**config.mk**
```make
export PLATFORM = sky130hd
export DESIGN_NAME = wb_port_arbiter
export DESIGN_NICKNAME = d
export VERILOG_FILES = /design/src/rtl/wb_port_arbiter.sv
export SDC_FILE = /design/constraint.sdc
export NUM_CORES = 1
export LEC_CHECK = 0
export ABC_AREA = 1
export CORE_UTILIZATION = 40
export CTS_CLUSTER_DIAMETER = 80
export DETAILED_ROUTE_END_ITERATION = 12
export PLACE_DENSITY = 0.68
export SKIP_LAST_GASP = 1
export SYNTH_ARGS = -nofsm -noshare
export SYNTH_HDL_FRONTEND = slang
export SYNTH_SLANG_ARGS = --single-unit
```
**constraint.sdc**
```tcl
create_clock -name clk -period 4.21 [get_ports clk]
set_input_delay 0.842 -clock clk [delete_from_list [all_inputs] [get_ports clk]]
set_output_delay 0.842 -clock clk [all_outputs]
set_load 0.05 [all_outputs]
```
**src/rtl/wb_port_arbiter.sv**
```systemverilog
// Writeback port arbiter: shares one register-file write port between the pipeline
// and a 2-entry completion buffer fed by a long-latency unit, with anti-starvation stall.
module wb_port_arbiter #(
    parameter int unsigned WIDTH        = 32,
    parameter int unsigned STARVE_LIMIT = 4
) (
    input  logic             clk,
    input  logic             rst_n,
    input  logic             pipe_we,
    input  logic [4:0]       pipe_rd,
    input  logic [WIDTH-1:0] pipe_data,
    input  logic             lu_issue,
    input  logic [4:0]       lu_issue_rd,
    input  logic             lu_valid,
    input  logic [4:0]       lu_rd,
    input  logic [WIDTH-1:0] lu_data,
    output logic             lu_ready,
    output logic             rf_we,
    output logic [4:0]       rf_rd,
    output logic [WIDTH-1:0] rf_wd,
    output logic             wb_stall,
    output logic [31:0]      busy_vec
);

    localparam logic [3:0] WAIT_LAST = 4'(STARVE_LIMIT - 1);

    logic [4:0]       r_rd   [2];
    logic [WIDTH-1:0] r_data [2];
    logic             r_rptr;
    logic             r_wptr;
    logic [1:0]       r_cnt;
    logic [3:0]       r_wait;
    logic             r_stall;
    logic [31:0]      r_busy;

    logic        w_empty;
    logic        w_full;
    logic        w_enq;
    logic        w_pipe_ok;
    logic        w_gnt_buf;
    logic        w_gnt_pipe;
    logic        w_stall_d;
    logic [31:0] w_set;
    logic [31:0] w_clr;
    logic [31:0] w_busy_d;

    assign w_empty   = (r_cnt == 2'd0);
    assign w_full    = (r_cnt == 2'd2);
    assign lu_ready  = !w_full;
    // Results for x0 are acknowledged but never stored.
    assign w_enq     = lu_valid && !w_full && (lu_rd != 5'd0);
    assign w_pipe_ok = pipe_we && (pipe_rd != 5'd0);

    // A stall cycle reserves the port for the buffer head; the pipeline retries next cycle.
    assign w_gnt_buf  = !w_empty && (r_stall || !w_pipe_ok);
    assign w_gnt_pipe = w_pipe_ok && !r_stall;

    always_comb begin
        rf_we = 1'b0;
        rf_rd = 5'd0;
        rf_wd = '0;
        if (w_gnt_buf) begin
            rf_we = 1'b1;
            rf_rd = r_rd[r_rptr];
            rf_wd = r_data[r_rptr];
        end else if (w_gnt_pipe) begin
            rf_we = 1'b1;
            rf_rd = pipe_rd;
            rf_wd = pipe_data;
        end
    end

    assign w_stall_d = !w_empty && !w_gnt_buf && !r_stall && (r_wait == WAIT_LAST);

    always_comb begin
        w_set = 32'd0;
        w_clr = 32'd0;
        if (lu_issue && (lu_issue_rd != 5'd0)) begin
            w_set = 32'd1 << lu_issue_rd;
        end
        if (w_gnt_buf) begin
            w_clr = 32'd1 << r_rd[r_rptr];
        end
        // Set after clear so a same-cycle reissue keeps the bit.
        w_busy_d    = (r_busy & ~w_clr) | w_set;
        w_busy_d[0] = 1'b0;
    end

    always_ff @(posedge clk or negedge rst_n) begin
        if (!rst_n) begin
            r_rd[0]   <= 5'd0;
            r_rd[1]   <= 5'd0;
            r_data[0] <= '0;
            r_data[1] <= '0;
            r_rptr    <= 1'b0;
            r_wptr    <= 1'b0;
            r_cnt     <= 2'd0;
            r_wait    <= 4'd0;
            r_stall   <= 1'b0;
            r_busy    <= 32'd0;
        end else begin
            if (w_enq) begin
                r_rd[r_wptr]   <= lu_rd;
                r_data[r_wptr] <= lu_data;
                r_wptr         <= !r_wptr;
            end
            if (w_gnt_buf) begin
                r_rptr <= !r_rptr;
            end
            r_cnt   <= r_cnt + 2'(w_enq) - 2'(w_gnt_buf);
            r_wait  <= (w_empty || w_gnt_buf) ? 4'd0 : r_wait + 4'd1;
            r_stall <= w_stall_d;
            r_busy  <= w_busy_d;
        end
    end

    assign wb_stall = r_stall;
    assign busy_vec = r_busy;

endmodule

```
==> results.txt <==
CP peak stage delay: 0.45 ns
Initial Util: 41.20%
Layout Nets: 887
Leakage: 3.832 nW
Post-synth cell types: 30
Fin. max-slew vios: 0
Die Y: 121.8 um
Filler cells: 1206
Hold Crit Start: r_wait[3]$_DFF_PN0_
Routed Wire Length: 15.22 mm
Hold crit path type: reg2reg
Area contributors post-synth: dfrtp_1 50%, nand2_1 9.3%, nand3_1 6.6%, o21ai_1 6.6%, mux2i_1 5.6%
Crit path from: pipe_rd[0]
CP required: 3.37 ns
Synth Net Count: 746
Post-Syn Area per Cell: 8.698 um^2
I/O Pins: 156
Status: complete, no violations
Period utilisation layout: 85.06%
Full die area: 14830 um^2
Worst-Margin Slew: 1.138 ns
Synth Area in Adders: 0.4359%
Synth Area in Compound Gates: 13.99%
Reg clk slew, reported paths: 0.05 ns
Slew headroom: 24.13%
H-tree depth: 4
Final Hold Vio Count: 0
Worst-Skew Late Latency: 0.40 ns
P&R area growth vs syn: 41.87%
CP max FO: 22
RSZ-0062 raised after global routing: no
Largest net degree at the start of global routing: 93
Worst IR Drop VDD: 376.8 uV
Post-CTS resize count: 0
Final setup violation count: 0
Setup CP Type: in2out
Top achievable clock speed: 279.2 MHz
Postcts setup bufs: 0
Final core occ: 58.44%
Crit path max-delay cell type: clkdlybuf4s50_1
Crit path capture type: output port
Largest family of logic cells by synthesized area: simple AND/OR/NAND/NOR gates
CTS max path bufs: 2
Core Rows: 43
Placer Congestion: 0.8857
Max-cap violations: 0
DP HPWL: 10.82 mm
Iter 0 DRT Violations: 428
First drt pass iteration count: 4
Top cell type's share of synthesized area: 49.69%
Post-Route Setup TNS: 0 ns
Setup crit start kind: primary input
Yosys reg bits: 114
Via count: 5080
RR Startpoint: wb_stall$_DFF_PN0_
Gr ovfl total: 0
Share of layout cells above drive strength 1: 14.99%
Total GRT Usage: 21.71%
Power density cells: 855.4 nW/um^2
Crit path time final: 3.581 ns
CTS buffer count: 17
Wire per inst: 15.32 um
Residual DRC: 0
Routed Antenna Nets: 0
Synth Area in XOR/XNOR: 0.4577%
Antenna violations before repair: 0
Post-CTS Hold Buffers: 0
Mux contribution to synthesized area: 5.580%
Clk root buf: clkbuf_16
Die X: 121.8 um
Hold WS: 0.4597 ns
Crit path DAT: 2.74 ns
Simple-Gate Fraction of Synth Area: 20.40%
Clock skew: 0.007620 ns
Core ar.: 13930 um^2
CTS tree: built
Global-route wire length before repair: 24.75 mm
Mapped Area: 5741 um^2
Clk sinks: 114
Leading area contributor after synthesis: dfrtp_1
Syn. warnings: 0
Post-synthesis sequential area ratio: 49.69%
Critical-path cell list: clkdlybuf4s50_1 > nor2_2 > nand3_4 > nand2_4 > nand2_2 > buf_12 > o21ai_0 > buf_4
Port buffer count: 154
Antenna cell count: 0
Vias in the first global route: 5062
Post-Synthesis Cells: 660
Drt via density: 5.111
-- metal layers --
layer / global-route usage, % / vias to the layer above / part of all wire, %
li1: - / 2462 / -
met1: 26.58 / 2439 / 41
met4: 7.485 / 0 / 1.4
met3: 4.073 / 18 / 5.3
met2: 38.06 / 161 / 52
met5: 0 / - / 0
-- synthesized netlist by cell type (all sizes together) --
cell type,count
or2,1
nand4,6
nand2,152
nor2,17
clkbuf,9
o21ai,143
inv,62
xor2,3
buf,31
nand3,79
nor3,5
mux2i,32
conb,1
a21oi,1
clkinv,1
ha,2
a21boi,1
dfrtp,114
-- layout make-up --
class,count,area (um^2),area share (%)
clock buffers,23,488.0,5.992
inverters,63,239.0,2.934
repair buffers,162,1779,21.85
flip-flops and latches,114,2854,35.04
well taps,180,225.2,2.765
clock inverters,9,198.9,2.443
multi-input cells,443,2360,28.98
-- through the flow --
step           area, um^2  power [W]  cells  worst slack (ns)
4_1_cts              8144   0.007014    994            0.5950
2_1_floorplan        5741   0.004227    660            0.8108
3_5_place_dp         7457   0.005338    962            0.6042
5_1_grt              8144   0.007358    994            0.4855
3_3_place_gp         7457   0.005246    962            0.6561
6_report             8144   0.006966    994            0.6288
-- registers in the layout (all words and copies together) (netlist names) --
| register | flops |
|---|---|
| r_wait | 4 |
| r_data | 64 |
| busy_vec | 31 |
| wb_stall | 1 |
| r_rd | 10 |
| r_cnt | 2 |
| r_rptr | 1 |
| r_wptr | 1 |
-- worst max-delay path, delay by kind of cell --
family / cells / cell delay, ns
buffers and inverters: 3 / 0.99
AND/OR/NAND/NOR: 4 / 0.73
AO/OA/AOI/OAI: 1 / 0.16
-- layout by cell type (no fill, tap or decap), types with 2 or more instances in the layout --
master / instances
nor2_1: 11
clkbuf_1: 2
nand3_1: 76
dfrtp_1: 113
clkbuf_8: 4
nand2_1: 141
buf_12: 22
inv_1: 59
inv_2: 2
bufinv_16: 6
buf_4: 25
clkbuf_16: 17
nand4_1: 6
ha_1: 2
o21ai_2: 20
clkinv_2: 2
o21ai_1: 76
nand3_4: 2
nor2_2: 5
mux2i_1: 32
nor3_1: 5
xor2_1: 3
clkdlybuf4s50_1: 115
o21ai_0: 47
nand2_2: 10
-- cells by family after synthesis --
family / Yosys count
adder cells (fa/ha/maj): 2
AO/OA/AOI/OAI: 145
flip-flops: 114
multiplexers: 32
XOR/XNOR: 3
AND/OR/NAND/NOR: 260
other: 1
buffers and inverters: 103
-- power by group --
| group | leakage (nW) | total (W) | switching, W | internal, W |
|---|---|---|---|---|
| registers | 1.41 | 0.00193 | 0.000326 | 0.00161 |
| clock network | 0.337 | 0.00166 | 0.000484 | 0.00117 |
| logic | 2.09 | 0.00338 | 0.00218 | 0.00119 |
| total | 3.83 | 0.00697 | 0.00299 | 0.00397 |
-- final timing paths --
| path | to | slack, ns | cells after the start |
|---|---|---|---|
| min in group asynchronous | r_data[50]$_DFFE_PN0P_ | 0.65 | 1 |
| max in group asynchronous | busy_vec[23]$_DFF_PN0_ | 2.57 | 2 |
| worst max register to register | r_cnt[1]$_DFF_PN0_ | 2.21 | 10 |
| worst max-delay path | rf_wd[1] | 0.63 | 8 |
| worst min register to register | wb_stall$_DFF_PN0_ | 0.46 | 1 |
| worst min-delay path | wb_stall$_DFF_PN0_ | 0.46 | 1 |
Note: power is estimated with default switching activity, not from simulation.
